==> src/rtl/spi_master_param.sv <==
// SPI master with run-time mode (CPOL/CPHA), compile-time width, clock divider and bit order.
// One transfer = SETUP (CLK_DIV cycles) + TX (2*DATA_W SCLK edges) + HOLD (CLK_DIV cycles).
module spi_master_param #(
  parameter int unsigned DATA_W    = 8,
  parameter int unsigned CLK_DIV   = 2,
  parameter int unsigned MSB_FIRST = 1
) (
  input  logic              clk,
  input  logic              rst_n,
  input  logic [DATA_W-1:0] tx_data,
  input  logic              tx_valid,
  output logic              tx_ready,
  input  logic [1:0]        mode,
  output logic [DATA_W-1:0] rx_data,
  output logic              rx_valid,
  output logic              busy,
  output logic              SCLK,
  output logic              CS,
  output logic              DO,
  input  logic              DI
);

  localparam int unsigned EdgeW = $clog2(2 * DATA_W) + 1;
  localparam int unsigned DivW  = $clog2(CLK_DIV + 1);
  localparam logic [EdgeW-1:0] LastEdge = EdgeW'(2 * DATA_W - 1);
  localparam logic [DivW-1:0]  DivLast  = DivW'(CLK_DIV - 1);

  typedef enum logic [1:0] {StIdle, StSetup, StTx, StHold} state_e;

  state_e             state_q, state_d;
  logic [DivW-1:0]    div_q;
  logic [EdgeW-1:0]   edge_q;
  logic               sclk_q;     // also holds the latched CPOL outside TX
  logic               cpha_q;
  logic               do_q;
  logic               ready_q;
  logic [DATA_W-1:0]  tx_sh_q;    // bits still to be presented on DO
  logic [DATA_W-1:0]  rx_sh_q;
  logic [DATA_W-1:0]  rx_data_q;
  logic               rx_valid_q;

  logic               accept;
  logic               div_done;
  logic               sclk_edge;
  logic               leading;
  logic [DATA_W-1:0]  rx_next;

  function automatic logic first_bit(input logic [DATA_W-1:0] w);
    return (MSB_FIRST != 0) ? w[DATA_W-1] : w[0];
  endfunction

  function automatic logic [DATA_W-1:0] drop_bit(input logic [DATA_W-1:0] w);
    return (MSB_FIRST != 0) ? (w << 1) : (w >> 1);
  endfunction

  // Handshake, divider terminal count and edge classification.
  always_comb begin
    accept    = tx_valid && tx_ready;
    div_done  = (div_q == DivLast);
    sclk_edge = (state_q == StTx) && div_done;
    leading   = ~edge_q[0];
    // First sampled bit ends up where the first transmitted bit came from.
    rx_next   = (MSB_FIRST != 0) ? {rx_sh_q[DATA_W-2:0], DI} : {DI, rx_sh_q[DATA_W-1:1]};
  end

  // State register.
  always_ff @(posedge clk or negedge rst_n) begin
    if (!rst_n) begin
      state_q <= StIdle;
    end else begin
      state_q <= state_d;
    end
  end

  // Next-state logic; the divider paces every phase.
  always_comb begin
    state_d = state_q;
    case (state_q)
      StIdle:  if (accept) state_d = StSetup;
      StSetup: if (div_done) state_d = StTx;
      StTx:    if (div_done && (edge_q == LastEdge)) state_d = StHold;
      StHold:  if (div_done) state_d = StIdle;
      default: state_d = StIdle;
    endcase
  end

  // Outputs decoded from state and datapath registers.
  always_comb begin
    tx_ready = ready_q && (state_q == StIdle);
    busy     = (state_q != StIdle);
    CS       = (state_q == StIdle);
    SCLK     = sclk_q;
    DO       = (state_q == StIdle) ? 1'b0 : do_q;
    rx_valid = rx_valid_q;
    rx_data  = rx_data_q;
  end

  // Holds tx_ready low until the first clock after reset release.
  always_ff @(posedge clk or negedge rst_n) begin
    if (!rst_n) begin
      ready_q <= 1'b0;
    end else begin
      ready_q <= 1'b1;
    end
  end

  // Counters, SCLK generation and the transmit shifter.
  always_ff @(posedge clk or negedge rst_n) begin
    if (!rst_n) begin
      div_q   <= '0;
      edge_q  <= '0;
      sclk_q  <= 1'b0;
      cpha_q  <= 1'b0;
      do_q    <= 1'b0;
      tx_sh_q <= '0;
    end else if (accept) begin
      div_q  <= '0;
      edge_q <= '0;
      sclk_q <= mode[1];
      cpha_q <= mode[0];
      if (mode[0]) begin
        // CPHA=1: first bit goes out on the first (leading) edge.
        tx_sh_q <= tx_data;
        do_q    <= 1'b0;
      end else begin
        // CPHA=0: first bit must be on DO before the first edge.
        tx_sh_q <= drop_bit(tx_data);
        do_q    <= first_bit(tx_data);
      end
    end else if (state_q != StIdle) begin
      div_q <= div_done ? '0 : div_q + DivW'(1);
      if (sclk_edge) begin
        sclk_q <= ~sclk_q;
        edge_q <= edge_q + EdgeW'(1);
        if (cpha_q ? leading : (!leading && (edge_q != LastEdge))) begin
          do_q    <= first_bit(tx_sh_q);
          tx_sh_q <= drop_bit(tx_sh_q);
        end
      end
    end
  end

  // Receive shifter and the completion pulse.
  always_ff @(posedge clk or negedge rst_n) begin
    if (!rst_n) begin
      rx_sh_q    <= '0;
      rx_data_q  <= '0;
      rx_valid_q <= 1'b0;
    end else begin
      rx_valid_q <= 1'b0;
      if (accept) begin
        rx_sh_q <= '0;
      end else if (sclk_edge && (leading != cpha_q)) begin
        rx_sh_q <= rx_next;
      end
      if ((state_q == StHold) && div_done) begin
        rx_valid_q <= 1'b1;
        rx_data_q  <= rx_sh_q;
      end
    end
  end

endmodule

==> config.mk <==
export PLATFORM = sky130hd
export DESIGN_NAME = spi_master_param
export DESIGN_NICKNAME = d
export VERILOG_FILES = /design/src/rtl/spi_master_param.sv
export SDC_FILE = /design/constraint.sdc
export NUM_CORES = 1
export LEC_CHECK = 0
export CAP_MARGIN = 20
export CORE_ASPECT_RATIO = 0.8
export CORE_MARGIN = 2
export CORE_UTILIZATION = 56
export CTS_BUF_LIST = sky130_fd_sc_hd__clkbuf_16
export CTS_CLUSTER_DIAMETER = 200
export DETAILED_ROUTE_END_ITERATION = 10
export GPL_TIMING_DRIVEN = 0
export PLACE_DENSITY = 0.89
export SYNTH_ARGS = -nofsm -noshare
export SYNTH_HDL_FRONTEND = slang
export SYNTH_SLANG_ARGS = --single-unit
==> constraint.sdc <==
create_clock -name clk -period 3.5 [get_ports clk]
set_input_delay 0.7 -clock clk [delete_from_list [all_inputs] [get_ports clk]]
set_output_delay 0.7 -clock clk [all_outputs]
set_load 0.05 [all_outputs]
== Yosys cells after proc, flatten, opt, wreduce, memory -nomap -nowiden ==
Cells that the tools add are included.

* $add $sub $neg: 2
* Equality and inequality tests: 11
* Multiplexer cells: 29
* Bitwise logic cells: 2
* Reduce and logical (&&, ||, !) cells: 16

{| class="wikitable"
|+ Operators by type and width
! operator !! number
|-
| two-way mux 8 bit || 7
|-
| two-way mux 5 bit || 3
|-
| two-way mux 2 bit || 7
|-
| two-way mux 1 bit || 11
|-
| nonzero test 2 bit || 5
|-
| one-hot mux 2 bit (4 select lines) || 1
|-
| logical AND 1 bit || 7
|-
| adder 5 x 1 -> 5 bit (second input constant) || 1
|-
| == test 5 x 4 -> 1 bit (second input constant) || 1
|-
| inequality test 5 x 4 -> 1 bit (second input constant) || 1
|-
| == test 2 x 1 -> 1 bit (second input constant) || 2
|-
| == test 2 bit (second input constant) || 2
|-
| inequality test 2 x 1 -> 1 bit (second input constant) || 2
|-
| inequality test 2 bit (second input constant) || 2
|-
| AND reduction 4 bit || 1
|-
| AND reduction 3 bit || 1
|-
| adder 2 x 1 -> 2 bit (second input constant) || 1
|-
| zero test 2 bit || 1
|-
| inverter 1 bit || 2
|-
| AND reduction 2 bit || 1
|-
| inequality test 1 bit || 1
|}

* Bits in registers: 38
* Word-level logic and storage cells: 71

== Logic depth before layout (Yosys ltp) ==
* Word-level depth: 7
* Mapped depth: 9

== Worst setup path after synthesis ==
OpenSTA, ideal clock, no wires.

* Path kind: register -> register
* Start: register state_q[0]
* End: register state_q[1]
* Setup time: 0.125 ns
* Arrival: 2.286 ns
* Required time: 3.375 ns
* Setup slack: 1.089 ns
* Cell stages (with the launch flop): 7
* Buffers on the path: 0
* Cells stage by stage: dfrtp_1 > inv_1 > ha_1 > and2_1 > nand2_1 > a21oi_1 > mux2_2

* Longest elaborated chain between the ends: 5

{| class="wikitable"
|+ Ends and longest elaborated chain
! item !! RTL line !! RTL
|-
| start, declared || 30 || <nowiki>state_e state_q, state_d;</nowiki>
|-
| start signal, assigned || 69 || <nowiki>state_q <= StIdle;</nowiki>
|-
| start signal, assigned || 71 || <nowiki>state_q <= state_d;</nowiki>
|-
| zero test 2 bit || - ||
|-
| net CS || 18 || <nowiki>output logic CS,</nowiki>
|-
| logical AND 1 bit || 89 || <nowiki>tx_ready = ready_q && (state_q == StIdle);</nowiki>
|-
| net tx_ready || 12 || <nowiki>output logic tx_ready,</nowiki>
|-
| logical AND 1 bit || 58 || <nowiki>accept = tx_valid && tx_ready;</nowiki>
|-
| inequality test 2 x 1 -> 1 bit (no line) || - ||
|-
| AND reduction 4 bit (no line) || - ||
|}

The timed path passes the listed nets, and every way through them passes these cells.
A chain may end at the register's enable or synchronous reset.

== Worst setup path after layout ==
* Start: register state_q[1]
* End: output tx_ready

* Longest elaborated chain between the ends: 2

{| class="wikitable"
|+ Ends and longest elaborated chain
! item !! RTL line
|-
| zero test 2 bit || 89
|-
| logical AND 1 bit || 89
|-
| end, declared || 12
|}

Every way passes these cells.

==> metrics.yaml <==
rsz0062_at_grt: "false"
start_kind: "register"
die_w_um: 66.9
drt_first_iter_violations: 79
crit_fanout: 10
worst-path-buf-inv: 2
worstPathRequired_ps: 2800
ys_async_sr_fraction_pct: 100
fp.dieH_um: 54.3
maxCapViolations: 0
clkSinkCount: 38
clock_skew_ps: 3.79
r2r-start: "state_q[1]$_DFFE_PN0P_"
whs_ps: 497
crit-reg2reg-capture: "edge_q[3]$_DFFE_PN0P_"
drc: 0
r2r_slack_ps: 1420
p_seq_share_pct: 35.9
vias: 1277
antenna_found_initial: 0
worst_setup_path_end_kind: "output pin"
fin_nets: 211
grt_usage_pct: 24.1
place_ws_ps: 997
relSlewSlack_pct: 45.0
finalMaxSlewViolations: 0
setup_ws_ps: 697
die-area_sq_mm: 0.00363
portBuffers: 26
status: "finished, final reports clean"
wl_mm: 3.65
dpl.hpwl_mm: 2.50
swShare_pct: 40.0
rows: 18
hold_buffers: 0
ys_warn_count: 0
period_share_pct: 80.1
power_frac_comb_pct: 44.3
switching_power_uw: 852
finalSetupViolCount: 0
grt_pass1_wl_mm: 6.21
critPathKind: "register to output pin"
synth_edf_count: 0
cts_resized: 0
ff2ff_path_depth: 6
yosysSeqAreaShare_pct: 53.6
critPathArrivalTime_ps: 2100
layout-drive-gt1-share_pct: 10.4
min_from: "tx_sh_q[3]$_DFFE_PN0P_"
worstMarginPinSlew_ps: 825
cts_buffers: 5
cpMaxStageDelayCell: "clkdlybuf4s50_1"
cts.clk_slew.worst_paths_ps: 50
avgSynthCellArea_sq_um: 11.2
power_density_mw_per_mm2: 960
crit_path_max_incr_delay_ps: 800
syn_to_final_growth_pct: 25.0
max_freq_mhz: 357
yosys-top-cells-area: "dfrtp_1, mux2i_1, mux2_2"
synth_nets: 178
hold_violations: 0
initial_core_util_pct: 57.9
ys.flop_type: "dfrtp_1"
hp-class: "register to register"
path_cells: "inv_1, ha_1, and2_1, clkdlybuf4s50_1"
gp_congestion: 0.787
post-cts-setup-buffer-count: 0
drtPass1Iterations: 4
syn_inst: 158
p_int_mw: 1.28
num-fill-cells: 213
ioPinCount: 28
clkLatencyLatePin_ps: 280
cts_tree: "yes"
p_clk_share_pct: 19.7
root_buffer: "clkbuf_16"
vias_per_cell: 5.50
netlist_top_cells_count: "dfrtp_1, nand2_1, mux2i_1"
grt_overflow: 0
yosysTopAreaCellShare_pct: 53.6
clock_path_buffers: 2
synth_top_area_cell: "dfrtp_1"
synth_most_common_cell: "dfrtp_1"
synth_cell_types: 30
final_antenna_net_count: 0
post_drt_wl_per_cell_um: 15.7
grt_start_max_net_pins: 39
diodes: 0
ir_drop_mv: 0.563
grt_pass1_vias: 1311
min_period_ps: 2800
syn_area_sq_mm: 0.00177
power_leakage_nw: 1.04
fin_tns_setup_ps: 0
path_delay_family: "buffers and inverters"
total_power_mw: 2.13
holdPathEnd: "tx_sh_q[4]$_DFFE_PN0P_"
htree_levels: 2
core_sq_mm: 0.00306
ys_ff_latch: 38
worstHoldPathCells: 2
## worst min-delay path, stage by stage (launching register included)
cell,delay [ps]
dfrtp_1,340
nand2_1,50
o221ai_1,60
## metrics by stage
stage	instance area (sq um)	util, %	std cells
2_1_floorplan	1770	-	158
3_3_place_gp	2080	68.0	224
3_5_place_dp	2080	67.9	224
4_1_cts	2220	72.3	232
5_1_grt	2220	72.3	232
6_report	2220	72.3	232
## state kept, by name, indices dropped and copies added, names as in the netlist
signal	flops
rx_data	8
tx_sh_q	8
div_q	2
cpha_q	1
rx_valid	1
edge_q	5
do_q	1
rx_sh_q	8
state_q	2
SCLK	1
ready_q	1
## layer usage
| metal | vias up | part of all wire [%] | track usage, % |
|---|---|---|---|
| met1 | 629 | 42 | 29.2 |
| met5 | - | 0 | 0 |
| met3 | 8 | 4.2 | 7.00 |
| li1 | 605 | - | - |
| met4 | 0 | 2.3 | 11.6 |
| met2 | 35 | 52 | 40.5 |
## cell usage in the layout (no fill, tap or decap), drive strengths merged, types with 2 or more instances in the layout
master and count:
xor2 2, clkdlybuf4s50 25, a211oi 2, mux2 9
nand2 20, dfrtp 38, xnor2 3, clkbuf 9
clkinv 2, nor2 13, buf 6, ha 6
inv 8, mux2i 17, a21oi 4, and3 3
o21ai 4, nand3 2, o221ai 7, nor2b 3
## worst max path at each step
stage / start / endpoint / slack [ps] / depth (start not counted)
floorplan: state_q[0]$_DFFE_PN0P_ / state_q[1]$_DFFE_PN0P_ / 1090 / 6
global placement: rst_n / rx_data[2]$_DFFE_PN0P_ / 940 / 1
detailed placement: state_q[0]$_DFFE_PN0P_ / tx_ready / 1000 / 4
CTS: state_q[0]$_DFFE_PN0P_ / tx_ready / 690 / 4
global route: state_q[0]$_DFFE_PN0P_ / tx_ready / 580 / 4
finish: state_q[1]$_DFFE_PN0P_ / tx_ready / 700 / 4
## power groups by stage
stage | combinational (mW) | clock, mW | sequential [mW]
floorplan | 0.524 | 0 | 0.893
global placement | 0.894 | 0 | 0.747
detailed placement | 0.941 | 0 | 0.765
CTS | 0.951 | 0.426 | 0.761
global route | 1.02 | 0.447 | 0.787
finish | 0.943 | 0.420 | 0.764
## kinds of logic (layout without fill, tap and decap cells)
kind of cell             Yosys count  after routing  synth area share (%)
AND/OR/NAND/NOR                   47             47                  12.1
flip-flops                        38             38                  53.6
multiplexers                      26             26                  15.3
AO/OA/AOI/OAI                     19             19                  7.55
buffers and inverters             16             50                  4.52
adder cells (fa/ha/maj)            6              6                  4.23
XOR/XNOR                           5              5                  2.47
other                              1              1                 0.212
## area by class of cell
| cell class | instances | area, sq um | area share, % |
|---|---|---|---|
| sequential | 38 | 951 | 42.9 |
| inverter | 7 | 26.3 | 1.19 |
| timing repair buffer | 26 | 255 | 11.5 |
| clock inverter | 3 | 12.5 | 0.565 |
| buffer | 9 | 53.8 | 2.43 |
| clock buffer | 5 | 125 | 5.65 |
| multi-input combinational | 104 | 742 | 33.5 |
| tap | 40 | 50.0 | 2.26 |
No activity file was read; power rests on OpenSTA's default activity.
==> RTL edit 1, RTL diff (same flow settings) <==
Change the parameter `DATA_W` from 8 to 16.
--- a/src/rtl/spi_master_param.sv
+++ b/src/rtl/spi_master_param.sv
@@ -2,5 +2,5 @@
 // One transfer = SETUP (CLK_DIV cycles) + TX (2*DATA_W SCLK edges) + HOLD (CLK_DIV cycles).
 module spi_master_param #(
-  parameter int unsigned DATA_W    = 8,
+  parameter int unsigned DATA_W    = 16,
   parameter int unsigned CLK_DIV   = 2,
   parameter int unsigned MSB_FIRST = 1
Ports: changed (resized rx_data and tx_data); port bits go from 28 to 44. No check against the original RTL was run, so the function may have changed too.
==> RTL edit 1 against the original RTL <==
- clock skew is 0.0022 ns higher
- worst hold slack lost 0.14 ns
- total power rose by 76%
- synthesized area up 72%
- sequential cell count increased by 25
- sequential share of layout area down 2.6 points
- core utilization up 0.81 points
- final area up 76%
- via count up 59%
- worst setup slack got worse by 0.0039 ns
- sequential power grew 57%
- wire length increased by 64%
- combinational power grew 63%
- critical path type unchanged
- critical endpoint unchanged
- largest power group unchanged
==> RTL edit 1: results (changes against the original RTL) <==
GRT
  • Largest net degree at the start of global routing: 42 (was 39)
  • GRT met3 Usage: 9.102% (was 6.996%)
  • GRT Total Usage: 22.48% (was 24.15%)
  • First-pass GRT wire length: 10310 microns (was 6210 microns)

Placement
  • Pre-CTS WS: 1.034 ns (was 0.9970 ns)
  • Placed Instances: 357 (was 224)
  • Number of port buffers: 42 (was 26)

Synth
  • Yosys cell types: 38 (was 30)
  • Synth Net Count: 276 (was 178)
  • Sequential share of the synthesized area: 51.58% (was 53.63%)
  • Multiplexer share of the synthesized area: 23.70% (was 15.31%)
  • Fraction of the mapped netlist area in adder cells: 2.047% (was 4.234%)
  • Compound-Gate Fraction of Synth Area: 5.280% (was 7.551%)

Clocking
  • CTS buffer count: 9 (was 5)

Outcome
  • Status: complete, no violations (unchanged)

Power
  • Worst vdd ir: 0.6547 mV (was 0.5632 mV)
  • Leakage Power: 1.835 nW (was 1.037 nW)

Drt
  • DRT met1 WL: 2730 microns (was 1523 microns)
  • Metal2 WL: 2956 microns (was 1890 microns)
  • Via count: 2027 (was 1277)
  • Routed met3 length: 242 microns (was 155 microns)

Worst setup path
  • CP Launch Point: state_q[0] (was state_q[1])
  • Worst R2R Path Depth: 9 (was 6)
  • Worst reg-to-reg setup slack: 1.36 ns (was 1.42 ns)

STA
  • Min Tclk post-route: 2.807 ns (was 2.803 ns)
  • Clock skew: 0.006023 ns (was 0.003791 ns)
  • Worst-Margin Slew: 0.5409 ns (was 0.8247 ns)
  • Min Hold Slack: 0.3555 ns (was 0.4970 ns)

Worst hold path
  • Hold Crit Class: in2async (was reg2reg)

Final layout
  • Layout cells sized above 1: 22.08% (was 10.42%)
==> RTL edit 1: changes by cell type after synthesis, moves of 9 or more <==
| cell | before | now |
|---|---|---|
| o21ai_0 | 4 | 17 |
| nor2_1 | 13 | 24 |
| mux2i_1 | 17 | 33 |
| mux2_4 | 0 | 9 |
| mux2_2 | 9 | 23 |
| dfrtp_1 | 38 | 63 |
==> RTL edit 1: power groups by stage <==
stage	clock network, W	registers, W	logic, W
floorplan	0	0.00146	0.000838
global placement	0	0.00118	0.00148
detailed placement	0	0.00120	0.00153
CTS	0.00101	0.00120	0.00155
global route	0.00106	0.00124	0.00165
finish	0.00100	0.00120	0.00154
==> RTL edit 1: layout make-up <==
cell class / instances / area, sq um
inverter: 6 / 22.52
multi-input combinational: 166 / 1334
clock buffer: 9 / 225.2
buffer: 14 / 123.9
fill: 368 / 1435
tap: 65 / 81.33
sequential: 63 / 1577
clock inverter: 7 / 111.4
timing repair buffer: 43 / 435.4
==> RTL edit 2, RTL diff (same settings) <==
Made on the original files. Add an input register stage for `mode`, cleared by the reset; this delays it by one clock. The other inputs are not delayed to match.
--- a/src/rtl/spi_master_param.sv
+++ b/src/rtl/spi_master_param.sv
@@ -27,4 +27,14 @@
 
   typedef enum logic [1:0] {StIdle, StSetup, StTx, StHold} state_e;
+
+  logic [1:0] mode_q;
+
+  always_ff @(posedge clk or negedge rst_n) begin
+    if (!rst_n) begin
+      mode_q <= '0;
+    end else begin
+      mode_q <= mode;
+    end
+  end
 
   state_e             state_q, state_d;
@@ -117,7 +127,7 @@
       div_q  <= '0;
       edge_q <= '0;
-      sclk_q <= mode[1];
-      cpha_q <= mode[0];
-      if (mode[0]) begin
+      sclk_q <= mode_q[1];
+      cpha_q <= mode_q[0];
+      if (mode_q[0]) begin
         // CPHA=1: first bit goes out on the first (leading) edge.
         tx_sh_q <= tx_data;
Formal check against the unedited RTL: not equivalent (a bounded check fails within 4 cycles, from zero or initial values and one cycle with rst_n low).
==> RTL edit 2 against the original RTL <==
- final area increased by 8.4%
- critical endpoint unchanged
- highest routed layer unchanged
- worst setup slack improved by 0.040 ns
- count of clock-buffer cells in the layout unchanged
- largest cell class unchanged
- wire length increased by 2.7%
- sequential cell count increased by 2
- register-to-register slack got worse by 0.11 ns
- total power increased by 4.0%
- sequential share of layout area decreased by 1.2 points
- synthesized area increased by 9.7%
==> RTL edit 2: results (changes against the original RTL) <==
Placement
  • DP HPWL: 2555 microns (was 2496 microns)
  • Number of port buffers: 27 (was 26)
  • Routability cong.: 0.7990 (was 0.7870)

STA
  • Rel. slew slack: 43.75% (was 45.02%)
  • Clock skew: 0.002639 ns (was 0.003791 ns)

GRT
  • Vias in the first global route: 1432 (was 1311)
  • Largest net degree at the start of global routing: 41 (was 39)
  • First-pass GRT wire length: 6803 microns (was 6210 microns)

Worst hold path
  • Hold Path Origin: mode_q[1] (was tx_sh_q[3])

Outcome
  • Status: complete, no violations (unchanged)

Worst setup path
  • Worst path arrival time: 2.06 ns (was 2.10 ns)
  • FF-to-FF Start: edge_q[1] (was state_q[1])
  • Maximum net fanout on the critical path: 9 (was 10)
  • Slowest stage delay, CP: 0.80 ns (about the same)

Final layout
  • Fin nets: 234 (was 211)
  • Layout cells sized above 1: 11.21% (was 10.42%)

Drt
  • Initial DRT Pass Iterations: 4 (unchanged)
  • WL/cell: 14.64 microns (was 15.74 microns)
  • Vias per cell: 5.719 (was 5.504)

Synth
  • Most area-consuming cells after synthesis: dfrtp_1, mux2_2, ha_1, mux2i_1, o211ai_1 (was dfrtp_1, mux2i_1, mux2_2, ha_1, nand2_1)
  • Sequential share of the synthesized area: 51.48% (was 53.63%)
  • Synth Net Count: 200 (was 178)
  • Yosys cell types: 36 (was 30)
  • Synth top cells by count: dfrtp_1, nand2_1, a21oi_1, nand3_1, o211ai_1 (was dfrtp_1, nand2_1, mux2i_1)

Power
  • Leakage Power: 1.066 nW (was 1.037 nW)
## RTL edit 2: worst paths after layout
| check | endpoint | slack (ns) | cells past startpoint |
|---|---|---|---|
| hold reg to reg | SCLK | 0.47 | 2 |
| setup reg to reg | tx_sh_q[5] | 1.31 | 7 |
| max in group asynchronous | edge_q[4] | 2.43 | 1 |
| min in group asynchronous | state_q[0] | 0.53 | 1 |
| hold / removal | SCLK | 0.47 | 2 |
| setup / recovery | tx_ready | 0.74 | 5 |
## RTL edit 2: layer usage
layer | vias up | share of wire, % | global-route usage (%)
met5 | - | 0 | 0
met4 | 0 | 0.43 | 6.044
met3 | 2 | 6.0 | 4.668
met2 | 55 | 47 | 33.06
met1 | 695 | 47 | 31.44
li1 | 712 | - | -
## RTL edit 2: worst max-delay path, delay by kind of cell (launching register included)
family                     cells  cell delay, ns
adders and majority gates      1            0.20
buffers and inverters          3            1.06
DFF                            1            0.39
and+or+nand+nor                1            0.13
## RTL edit 2: through the flow
| stage | instances | cell area (sq um) | power, W | setup WS (ns) |
|---|---|---|---|---|
| global placement | 248 | 2267 | 0.001752 | 0.7729 |
| CTS | 256 | 2401 | 0.002216 | 0.7239 |
| detailed placement | 248 | 2262 | 0.001792 | 1.039 |
| floorplan | 179 | 1944 | 0.001486 | 1.050 |
| finish | 256 | 2401 | 0.002212 | 0.7370 |
| global route | 256 | 2401 | 0.002362 | 0.6460 |
## RTL edit 2: layout make-up
cell class / instances / area, sq um
fill: 231 / 974.7
timing repair buffer: 27 / 265.3
multi-input combinational: 120 / 858.3
clock buffer: 5 / 125.1
tap: 42 / 52.55
buffer: 12 / 58.81
clock inverter: 3 / 13.76
sequential: 40 / 1001
inverter: 7 / 26.28
## RTL edit 2: logic make-up after synthesis
group	after synthesis	synth area share (%)
AOI/OAI and AO/OA	43	14.22
xor gates and xnor gates	5	2.253
adders and majority gates	7	4.504
buffers and inverters	19	4.376
DFF	40	51.48
muxes	17	9.331
other	1	0.1929
and+or+nand+nor	47	13.64
## RTL edit 2: power by group
| part | total (W) | internal, W | switching, W |
|---|---|---|---|
| sequential | 0.000740 | 0.000637 | 0.000103 |
| clock | 0.000417 | 0.000258 | 0.000159 |
| combinational | 0.00105 | 0.000398 | 0.000656 |
